==> src/rtl/ramp_gen_param_pkg.sv <==
// Shared types and mode encodings for the ramp/pattern generator.
package ramp_gen_param_pkg;

  typedef logic [1:0] mode_t;

  localparam mode_t MODE_WRAP = 2'b00;
  localparam mode_t MODE_SAT  = 2'b01;
  localparam mode_t MODE_TRI  = 2'b10;
  localparam mode_t MODE_HOLD = 2'b11;

  typedef enum logic {
    DIR_UP   = 1'b0,
    DIR_DOWN = 1'b1
  } dir_e;

endpackage

==> src/rtl/ramp_gen_param_if.sv <==
// Control/status bundle between the pattern sequencer and the ramp generator.
interface ramp_gen_param_if
  import ramp_gen_param_pkg::*;
#(
  parameter int W = 12
);
  logic         ramp_enb;
  logic         delta;
  logic [1:0]   Y;
  mode_t        mode;
  logic [W-1:0] out;
  logic         dir;
  logic         wrap_pulse;
  logic         done;

  modport master (
    output ramp_enb, delta, Y, mode,
    input  out, dir, wrap_pulse, done
  );

  modport slave (
    input  ramp_enb, delta, Y, mode,
    output out, dir, wrap_pulse, done
  );
endinterface

==> src/rtl/ramp_gen_param_rise_detect.sv <==
// Rising-edge detector for the delta strobe. History keeps tracking d while
// clr is high so that a level already high at enable does not count as an edge.
module rise_detect (
  input  logic clk,
  input  logic rst_n,
  input  logic clr,
  input  logic d,
  output logic rise
);
  logic d_q;

  // one-cycle history of d
  always_ff @(posedge clk or negedge rst_n) begin
    if (!rst_n) d_q <= 1'b0;
    else        d_q <= d;
  end

  assign rise = d & ~d_q & ~clr;
endmodule

==> src/rtl/ramp_gen_param.sv <==
// Ramp/pattern counter: steps out by STEP[Y] on each rising delta edge,
// in wrap, saturate or triangle mode.
//
//  state    | meaning
//  DIR_UP   | counting up (all modes; only state outside TRI)
//  DIR_DOWN | TRI descending after reaching MAX_VAL
module ramp_gen_param
  import ramp_gen_param_pkg::*;
#(
  parameter int unsigned W       = 12,
  parameter int unsigned MAX_VAL = 4095,
  parameter int unsigned STEP0   = 0,
  parameter int unsigned STEP1   = 1,
  parameter int unsigned STEP2   = 16,
  parameter int unsigned STEP3   = 1290
) (
  input logic             clk,
  input logic             rst_n,
  ramp_gen_param_if.slave bus
);
  localparam logic [W:0] MAX_EXT = (W+1)'(MAX_VAL);
  localparam logic [W:0] ONE_EXT = (W+1)'(1);

  logic         rise;
  logic [W:0]   step_ext;
  logic [W:0]   out_ext;
  logic [W:0]   sum;

  logic [W-1:0] out_q, out_d;
  dir_e         dir_q, dir_d;
  logic         done_q, done_d;
  logic         pulse_q, pulse_d;

  rise_detect u_rise (
    .clk   (clk),
    .rst_n (rst_n),
    .clr   (~bus.ramp_enb),
    .d     (bus.delta),
    .rise  (rise)
  );

  // step select and one-bit-wider sum so overflow past 2^W is visible
  always_comb begin
    step_ext = '0;
    case (bus.Y)
      2'b00:   step_ext = (W+1)'(STEP0);
      2'b01:   step_ext = (W+1)'(STEP1);
      2'b10:   step_ext = (W+1)'(STEP2);
      default: step_ext = (W+1)'(STEP3);
    endcase
    out_ext = {1'b0, out_q};
    sum     = out_ext + step_ext;
  end

  // state and output registers
  always_ff @(posedge clk or negedge rst_n) begin
    if (!rst_n) begin
      out_q   <= '0;
      dir_q   <= DIR_UP;
      done_q  <= 1'b0;
      pulse_q <= 1'b0;
    end else begin
      out_q   <= out_d;
      dir_q   <= dir_d;
      done_q  <= done_d;
      pulse_q <= pulse_d;
    end
  end

  // next-state: a zero step or HOLD leaves everything, including dir, untouched
  always_comb begin
    out_d   = out_q;
    dir_d   = dir_q;
    done_d  = done_q;
    pulse_d = 1'b0;
    if (!bus.ramp_enb) begin
      out_d  = '0;
      dir_d  = DIR_UP;
      done_d = 1'b0;
    end else if (rise && (bus.mode != MODE_HOLD) && (step_ext != '0)) begin
      case (bus.mode)
        MODE_WRAP: begin
          dir_d = DIR_UP;
          if (sum > MAX_EXT) begin
            out_d   = W'(sum - MAX_EXT - ONE_EXT);
            pulse_d = 1'b1;
          end else begin
            out_d = W'(sum);
          end
        end
        MODE_SAT: begin
          dir_d = DIR_UP;
          if (sum >= MAX_EXT) begin
            out_d  = W'(MAX_EXT);
            done_d = 1'b1;
          end else begin
            out_d = W'(sum);
          end
        end
        MODE_TRI: begin
          if (dir_q == DIR_UP) begin
            if (sum >= MAX_EXT) begin
              out_d   = W'(MAX_EXT);
              dir_d   = DIR_DOWN;
              pulse_d = 1'b1;
            end else begin
              out_d = W'(sum);
            end
          end else begin
            if (out_ext <= step_ext) begin
              out_d   = '0;
              dir_d   = DIR_UP;
              pulse_d = 1'b1;
            end else begin
              out_d = W'(out_ext - step_ext);
            end
          end
        end
        default: begin
          out_d = out_q;
        end
      endcase
    end
  end

  assign bus.out        = out_q;
  assign bus.dir        = (dir_q == DIR_DOWN);
  assign bus.wrap_pulse = pulse_q;
  assign bus.done       = done_q;
endmodule
==> src/flat_wrapper.sv <==
// flat-port wrapper written by rule: the top's interface ports become plain ports
module ramp_gen_param_flat import ramp_gen_param_pkg::*;
#(
  parameter int unsigned W       = 12,
  parameter int unsigned MAX_VAL = 4095,
  parameter int unsigned STEP0   = 0,
  parameter int unsigned STEP1   = 1,
  parameter int unsigned STEP2   = 16,
  parameter int unsigned STEP3   = 1290
)
  (clk, rst_n, bus_ramp_enb, bus_delta, bus_Y, bus_mode, bus_out, bus_dir, bus_wrap_pulse, bus_done);
  ramp_gen_param_if #(.W(W)) bus_i ();
  input logic clk;
  input logic rst_n;
  input wire logic [$bits(bus_i.ramp_enb)-1:0] bus_ramp_enb;
  input wire logic [$bits(bus_i.delta)-1:0] bus_delta;
  input wire logic [$bits(bus_i.Y)-1:0] bus_Y;
  input wire logic [$bits(bus_i.mode)-1:0] bus_mode;
  output wire logic [$bits(bus_i.out)-1:0] bus_out;
  output wire logic [$bits(bus_i.dir)-1:0] bus_dir;
  output wire logic [$bits(bus_i.wrap_pulse)-1:0] bus_wrap_pulse;
  output wire logic [$bits(bus_i.done)-1:0] bus_done;
  assign bus_i.ramp_enb = bus_ramp_enb;
  assign bus_i.delta = bus_delta;
  assign bus_i.Y = bus_Y;
  assign bus_i.mode = bus_mode;
  assign bus_out = bus_i.out;
  assign bus_dir = bus_i.dir;
  assign bus_wrap_pulse = bus_i.wrap_pulse;
  assign bus_done = bus_i.done;
  ramp_gen_param #(.W(W), .MAX_VAL(MAX_VAL), .STEP0(STEP0), .STEP1(STEP1), .STEP2(STEP2), .STEP3(STEP3)) u_core (.clk(clk), .rst_n(rst_n), .bus(bus_i));
endmodule
==> config.mk <==
export PLATFORM = sky130hd
export DESIGN_NAME = ramp_gen_param_flat
export DESIGN_NICKNAME = d
export VERILOG_FILES = /design/src/rtl/ramp_gen_param_pkg.sv /design/src/rtl/ramp_gen_param_if.sv /design/src/rtl/ramp_gen_param_rise_detect.sv /design/src/rtl/ramp_gen_param.sv /design/src/flat_wrapper.sv
export SDC_FILE = /design/constraint.sdc
export NUM_CORES = 1
export LEC_CHECK = 0
export ABC_AREA = 1
export CORE_UTILIZATION = 50
export CTS_BUF_LIST = sky130_fd_sc_hd__clkbuf_4 sky130_fd_sc_hd__clkbuf_8
export DETAILED_ROUTE_END_ITERATION = 10
export PLACE_DENSITY = 0.72
export SYNTH_ARGS = -nofsm -noshare
export SYNTH_HDL_FRONTEND = slang
export SYNTH_HIERARCHICAL = 1
export SYNTH_SLANG_ARGS = --single-unit
export TNS_END_PERCENT = 100
==> constraint.sdc <==
create_clock -name clk -period 2.2 [get_ports clk]
set_input_delay 0.66 -clock clk [delete_from_list [all_inputs] [get_ports clk]]
set_output_delay 0.66 -clock clk [all_outputs]
set_load 0.02 [all_outputs]
# [After elaboration in Yosys (flattened, before gate mapping)]
# Cells that the tools add are included.
[classes] add_sub_neg=4 order_cmp=3 n_eq_ne=10 muxes=24 bitwise=3 reduce_logical=9
[op_table] op="12-bit two-way mux" count=6
[op_table] op="12-bit one-hot mux with 3 select lines" count=1
[op_table] op="11-bit one-hot mux with 3 select lines" count=1
[op_table] op="1-bit two-way mux" count=14
[op_table] op="12-bit by 11-bit adder with 13-bit output" count=1
[op_table] op="13-bit by 12-bit greater-or-equal comparator with 1-bit output (second input constant)" count=1
[op_table] op="13-bit by 12-bit greater-than comparator with 1-bit output (second input constant)" count=1
[op_table] op="13-bit nonzero test" count=1
[op_table] op="12-bit by 11-bit less-or-equal comparator with 1-bit output" count=1
[op_table] op="12-bit by 1-bit subtractor with 12-bit output (second input constant)" count=1
[op_table] op="12-bit by 11-bit subtractor with 12-bit output" count=1
[op_table] op="12-bit subtractor (second input constant)" count=1
[op_table] op="2-bit by 1-bit inequality test with 1-bit output (second input constant)" count=3
[op_table] op="2-bit by 1-bit equality test with 1-bit output (second input constant)" count=2
[op_table] op="2-bit equality test (second input constant)" count=2
[op_table] op="2-bit zero test" count=2
[op_table] op="4-bit by 1-bit inequality test with 1-bit output (second input constant)" count=1
[op_table] op="1-bit one-hot mux with 2 select lines" count=2
[op_table] op="2-bit AND reduction" count=2
[op_table] op="3-bit by 2-bit inequality test with 1-bit output (second input constant)" count=1
[op_table] op="3-bit AND reduction" count=1
[op_table] op="1-bit bitwise AND" count=2
[op_table] op="1-bit logical AND" count=2
[op_table] op="2-bit inequality test (second input constant)" count=1
[op_table] op="2 further kinds" count=2
[word_totals] reg_bits=16 word_cells=58

# [Longest topological paths before layout]
[logic_depth] word_depth=9 depth_mapped=19 depth_no_buf=19

# [Modules after synthesis]
# Netlist, hierarchy kept.
[modules_own_cells] module="ramp_gen_param" instances=1 cells_each=356 area_per_inst_um2=2157.1 seq_area_each_um2=375.4
[modules_own_cells] module="rise_detect" instances=1 cells_each=4 area_per_inst_um2=38.8 seq_area_each_um2=25.0

# [Least setup slack after synthesis]
# Ideal clock, no wire load.
[synth_path] path_kind="input -> register" startpoint="input bus_Y[0]" endpoint="register u_core.out_q[2], in the netlist u_core/bus.out[2]" arrival_time_ns=2.406 required_ns=2.135 path_slack_ns=-0.271 stages=16 path_cell_list="nand2_1 inv_1 fa_1 nand2_1 o21bai_1 inv_1 nor2_1 nor2_4 nand3_1 nor2_2 nand3_4 nand3_2 nand2_1 nand2_1 nand2_1 nand2_1"
[synth_between] elab_chain_len=9
[synth_lines] element="start, declared" line="flat_wrapper.sv:17" rtl="input wire logic [$bits(bus_i.Y)-1:0] bus_Y;"
[synth_lines] element="2-bit equality test (tied with other cells)" line="ramp_gen_param.sv:45" rtl="case (bus.Y)"
[synth_lines] element="11-bit one-hot mux with 3 select lines *" line="ramp_gen_param.sv:45"
[synth_lines] element="12-bit by 11-bit adder with 13-bit output" line="ramp_gen_param.sv:52" rtl="sum = out_ext + step_ext;"
[synth_lines] element="12-bit subtractor / 13-bit by 12-bit greater-or-equal comparator with 1-bit output (equally long branches)" line="ramp_gen_param.sv:85, ramp_gen_param.sv:93, ramp_gen_param.sv:102"
[synth_lines] element="12-bit by 1-bit subtractor with 12-bit output / 12-bit two-way mux (equally long branches)" line="ramp_gen_param.sv:85, ramp_gen_param.sv:93, ramp_gen_param.sv:102"
[synth_lines] element="12-bit two-way mux (on tied branches)" line="ramp_gen_param.sv:84, ramp_gen_param.sv:101"
[synth_lines] element="12-bit one-hot mux with 3 select lines" line="ramp_gen_param.sv:81" rtl="case (bus.mode)"
[synth_lines] element="12-bit two-way mux" line="ramp_gen_param.sv:80" rtl="end else if (rise && (bus.mode != MODE_HOLD) && (step_ext != '0)) begin"
[synth_lines] element="12-bit two-way mux" line="ramp_gen_param.sv:76" rtl="if (!bus.ramp_enb) begin"
[synth_lines] element="end signal, assigned" line="ramp_gen_param.sv:63" rtl="out_q <= out_d;"
[synth_lines] element="end, declared" line="ramp_gen_param.sv:29" rtl="logic [W-1:0] out_q, out_d;"
# Every way passes the cells marked *; elsewhere a longest branch is shown, timed or not. The select of a mux whose other input is x is not followed.
# A chain may end at the register's enable or synchronous reset.

# [Final worst setup path]
# Same ends and word-level chain as after synthesis.

==> PnR_summary.wiki <==
{| class="wikitable"
! Metric !! Value
|-
| Synth Register Bits || 16
|-
| Largest net degree at the start of global routing || 17
|-
| Peak fanout along the critical path || 5
|-
| Mean instance size in the synthesized netlist || 6.100 sq um
|-
| Min cycle time layout || 2.598 ns
|-
| Insertion delay to the later sink of the worst-skew pair || 0.26 ns
|-
| Vias in the first global route || 2,686
|-
| # clock sinks || 16
|-
| Final-report setup violation count || 16
|-
| First-pass GRT wire length || 12,320 microns
|-
| Min-Delay Startpoint || u_core/bus.done$_DFFE_PN0P_
|-
| Post-Synthesis Net Count || 386
|-
| Number of synthesis warnings || 6
|-
| Setup repair after global routing missed its margin || yes
|-
| Sequential cell area in the final layout || 402.9 sq um
|-
| Number of different library cells in the post-synthesis netlist || 36
|-
| Total half-perimeter wirelength after legalization and detailed placement || 6043 microns
|-
| Placer congestion estimate || 0.9804
|-
| Fraction of met2 tracks used by global routing || 63.48%
|-
| Clock Tree Buf Depth || 2
|-
| Most used standard cell by instance count after synthesis || sky130_fd_sc_hd__nand2_1
|-
| Die Outline Area || 4661 sq um
|-
| Starting utilization of the core area || 53.36%
|-
| Crit path max-delay cell type || sky130_fd_sc_hd__fa_2
|-
| Arrival time worst endpoint || 2.73 ns
|-
| Cell types occupying the most area after synthesis || sky130_fd_sc_hd__nand2_1, sky130_fd_sc_hd__dfrtp_1, sky130_fd_sc_hd__ha_1
|-
| Core area || 4115 sq um
|-
| Placed standard-cell area || 3088 sq um
|-
| Mux cell area share after synthesis || 0%
|-
| Stages on worst setup path || 17
|-
| Most common library cells after synthesis || sky130_fd_sc_hd__nand2_1, sky130_fd_sc_hd__inv_1, sky130_fd_sc_hd__nor2_1, sky130_fd_sc_hd__nand3_1, sky130_fd_sc_hd__a21oi_1
|-
| Number of detailed-route iterations in the first pass || 5
|-
| Cell count of the worst reg-to-reg path || 11
|-
| Antenna Cells || 0
|-
| Classification of the worst-slack hold path || register to register
|-
| Final count of hold timing violations || 0
|-
| Final antenna-violating net count || 0
|-
| Hold worst-path end || u_core/bus.done$_DFFE_PN0P_
|-
| Total routed wirelength || 8950 microns
|-
| Slew Limit Headroom || 71.11%
|-
| Adder-cell share of the synthesized area || 10.94%
|-
| Largest family of logic cells by synthesized area || simple AND/OR/NAND/NOR gates
|-
| EDFF count, synth || 0
|-
| Type of origin of the critical path || input port
|-
| GR Util All Layers || 36.01%
|-
| Tightest hold margin || 0.5307 ns
|-
| Ratio of cells with drive above 1 in the final layout || 36.88%
|-
| Minimum setup slack among reg-to-reg paths || -0.26 ns
|-
| Deepest level of the CTS H-tree || 1
|-
| Via-to-Cell Ratio || 5.763
|-
| Share of the clock period used by the worst path after layout || 118.1%
|-
| Finished Core Util || 84.22%
|-
| Die Y || 68.27 microns
|-
| Cell-by-cell trace of the critical path || buf_8 -> buf_8 -> inv_12 -> nor2_4 -> ha_4 -> fa_2 -> buf_6 -> nand3_1 -> nand4_1 -> nand3_2 -> nor2_4 -> nand3_4 -> nand3_2 -> nand2_2 -> nand2_1 -> nand2_1 -> nand2_1
|-
| Via count of the routed design || 2,945
|-
| Routed length per instance || 17.51 microns
|-
| End of the worst register-to-register path || u_core/bus.out[4]$_DFFE_PN0P_
|-
| Area of all placed cells without fillers || 3466 sq um
|-
| Simple-gate portion of the synthesized area || 41.54%
|-
| Post-Synthesis Cells || 360
|-
| Worst hold stages || 2
|-
| Total I/O pin count || 23
|-
| Delay-heaviest family, CP || simple AND/OR/NAND/NOR gates
|-
| Power density over the cells || 522.9 nW/um^2
|-
| Slew at the pin with the worst max-slew slack || 0.4333 ns
|-
| Final-layout fill cell count || 259
|-
| Required time at the endpoint of the critical path || 2.33 ns
|-
| Number of buffers and inverters on the critical path || 4
|-
| VDD IR-drop max || 448.8 uV
|-
| Post-synthesis instance area || 2196 sq um
|-
| GR peak layer || met2
|-
| Endpoint type of the worst setup path || register
|-
| # DRC || 0
|-
| Growth of design area from synthesis to finish || 57.83%
|-
| Maximum clock frequency || 384.9 MHz
|-
| Antenna violations before repair || 0
|-
| CP Class || input port to register
|-
| Most prevalent standard cell on the critical path || sky130_fd_sc_hd__nand2_1
|-
| Worst flop-to-flop path startpoint || u_core/bus.out[0]$_DFFE_PN0P_
|-
| Number of max-slew violations in the final report || 0
|-
| Initial detailed-routing violation count || 295
|-
| Library cell used as clock root buffer || sky130_fd_sc_hd__clkbuf_8
|-
| Clock tree from TritonCTS || built
|-
| M3 GR Usage || 4.833%
|-
| Most frequently used flop master after synthesis || sky130_fd_sc_hd__dfrtp_1
|-
| Proportion of netlist area held by the largest area contributor || 19.66%
|-
| Chip width || 68.27 microns
|-
| Xor and xnor area share after synthesis || 5.527%
|-
| Area of the multi-input gates || 1877 sq um
|-
| Failing checks || negative setup slack
|-
| Worst Setup Slack post-DPL || -1.151 ns
|-
| Leakage power summed over all cells || 1.849 nW
|-
| Met1 track utilization from global routing || 45.14%
|-
| Worst Skew || 0.005944 ns
|-
| Area fraction in compound gates after synthesis || 12.99%
|-
| Number of placement rows || 23
|-
| Highest cell delay on the worst timing path || 0.40 ns
|-
| Post-synthesis sequential area ratio || 18.23%
|-
| Nets || 489
|-
| Outcome || complete, but fails checks
|-
| Clock-pin slew on the worst setup and hold paths || 0.07 ns
|-
| Cell type contributing the most total cell area after synthesis || sky130_fd_sc_hd__nand2_1
|-
| Number of clock buffers inserted by TritonCTS || 3
|-
| Async set-or-reset flop fraction in the synthesized netlist || 100.0%
|-
| Worst setup slack after layout || -0.3980 ns
|-
| Overflow after GRT || 0
|-
| Number of input and output port buffers inserted || 22
|-
| Max-capacitance violation count || 0
|-
| CTS hold repair buffers || 0
|}
## cells by family after synthesis
logic type	Yosys count
simple gates	202
buf+inv	60
compound gates	51
fa+ha+maj	18
flops	16
xor+xnor	13
## where the power goes
| group | internal (mW) | switching (mW) | total [mW] |
|---|---|---|---|
| clock network | 0.122 | 0.115 | 0.237 |
| registers | 0.321 | 0.0567 | 0.377 |
| logic | 0.535 | 0.664 | 1.20 |
| total | 0.977 | 0.835 | 1.81 |
## cell type report
| class | count | share of cell area [%] |
|---|---|---|
| multi-input cells | 285 | 54.15 |
| repair buffers | 103 | 24.73 |
| flip-flops and latches | 16 | 11.62 |
| inverters | 54 | 6.498 |
| well taps | 50 | 1.805 |
| clock buffers | 3 | 1.191 |
## routing by layer
metal	wire length, microns	vias up
li1	-	1351
met2	4236	199
met1	3442	1343
met5	0	-
met3	826	52
met4	446	0
## repair_timing
action / CTS / global route
pin swaps: 21 / 26
setup endpoints to repair: 16 / 16
setup buffers: 1 / 4
resized for setup: 33 / 46
gates cloned: 1 / 0
## placed cells by master (no fill, tap or decap), types with 2 or more instances in the layout
cell type / netlist / layout
sky130_fd_sc_hd__xor2_1: 11 / 10
sky130_fd_sc_hd__inv_2: 6 / 7
sky130_fd_sc_hd__a31oi_1: 2 / 2
sky130_fd_sc_hd__nand3_4: 1 / 2
sky130_fd_sc_hd__a21oi_2: 1 / 6
sky130_fd_sc_hd__o21ai_0: 15 / 13
sky130_fd_sc_hd__nand3_2: 7 / 12
sky130_fd_sc_hd__buf_8: 0 / 2
sky130_fd_sc_hd__nor2_4: 1 / 9
sky130_fd_sc_hd__nor2_1: 30 / 24
sky130_fd_sc_hd__clkdlybuf4s50_1: 0 / 20
sky130_fd_sc_hd__ha_1: 16 / 10
sky130_fd_sc_hd__o21bai_1: 4 / 2
sky130_fd_sc_hd__o21ai_1: 4 / 5
sky130_fd_sc_hd__o22ai_1: 2 / 2
sky130_fd_sc_hd__inv_1: 47 / 43
sky130_fd_sc_hd__dfrtp_2: 0 / 2
sky130_fd_sc_hd__nand2_4: 0 / 5
sky130_fd_sc_hd__nor2_2: 5 / 3
sky130_fd_sc_hd__fa_2: 0 / 2
sky130_fd_sc_hd__nand2_2: 6 / 17
sky130_fd_sc_hd__nand2_1: 115 / 99
sky130_fd_sc_hd__ha_4: 0 / 5
sky130_fd_sc_hd__buf_4: 2 / 76
sky130_fd_sc_hd__nand3_1: 26 / 21
sky130_fd_sc_hd__nor3_2: 1 / 3
sky130_fd_sc_hd__nand4_1: 4 / 4
sky130_fd_sc_hd__o211ai_1: 2 / 2
sky130_fd_sc_hd__dfrtp_1: 16 / 14
sky130_fd_sc_hd__clkbuf_8: 0 / 3
sky130_fd_sc_hd__a21oi_1: 19 / 14
sky130_fd_sc_hd__buf_6: 0 / 5
## stage by stage
step / TNS (ns) / cells / power (mW)
detailed placement: -16.00 / 502 / 1.382
CTS: -3.742 / 507 / 1.648
floorplan: -2.226 / 360 / 0.9054
finish: -4.729 / 511 / 1.812
global route: -5.766 / 511 / 1.891
global placement: -15.46 / 502 / 1.364
## state kept, by name, indices dropped and copies added, names as in the netlist
name / flops
u_core/u_rise/d_q: 1
u_core/bus.wrap_pulse: 1
u_core/bus.dir: 1
u_core/bus.done: 1
u_core/bus.out: 12
## worst min-delay path, delay by kind of cell (launching register included)
| kind | cells | cell delay, ns |
|---|---|---|
| AOI/OAI and AO/OA | 1 | 0.05 |
| DFF | 1 | 0.38 |
| buffers and inverters | 1 | 0.07 |
## worst max-delay path by stage
stage | start | end | slack (ns)
2_1_floorplan | bus_Y[0] | u_core/bus.out[2]$_DFFE_PN0P_ | -0.19
3_3_place_gp | bus_Y[0] | u_core/bus.done$_DFFE_PN0P_ | -1.10
3_5_place_dp | bus_Y[0] | u_core/bus.done$_DFFE_PN0P_ | -1.15
4_1_cts | bus_Y[0] | u_core/bus.out[2]$_DFFE_PN0P_ | -0.32
5_1_grt | bus_Y[0] | u_core/bus.out[1]$_DFFE_PN0P_ | -0.46
6_report | bus_Y[0] | u_core/bus.out[2]$_DFFE_PN0P_ | -0.40
Power figures use the tool's default switching activity.
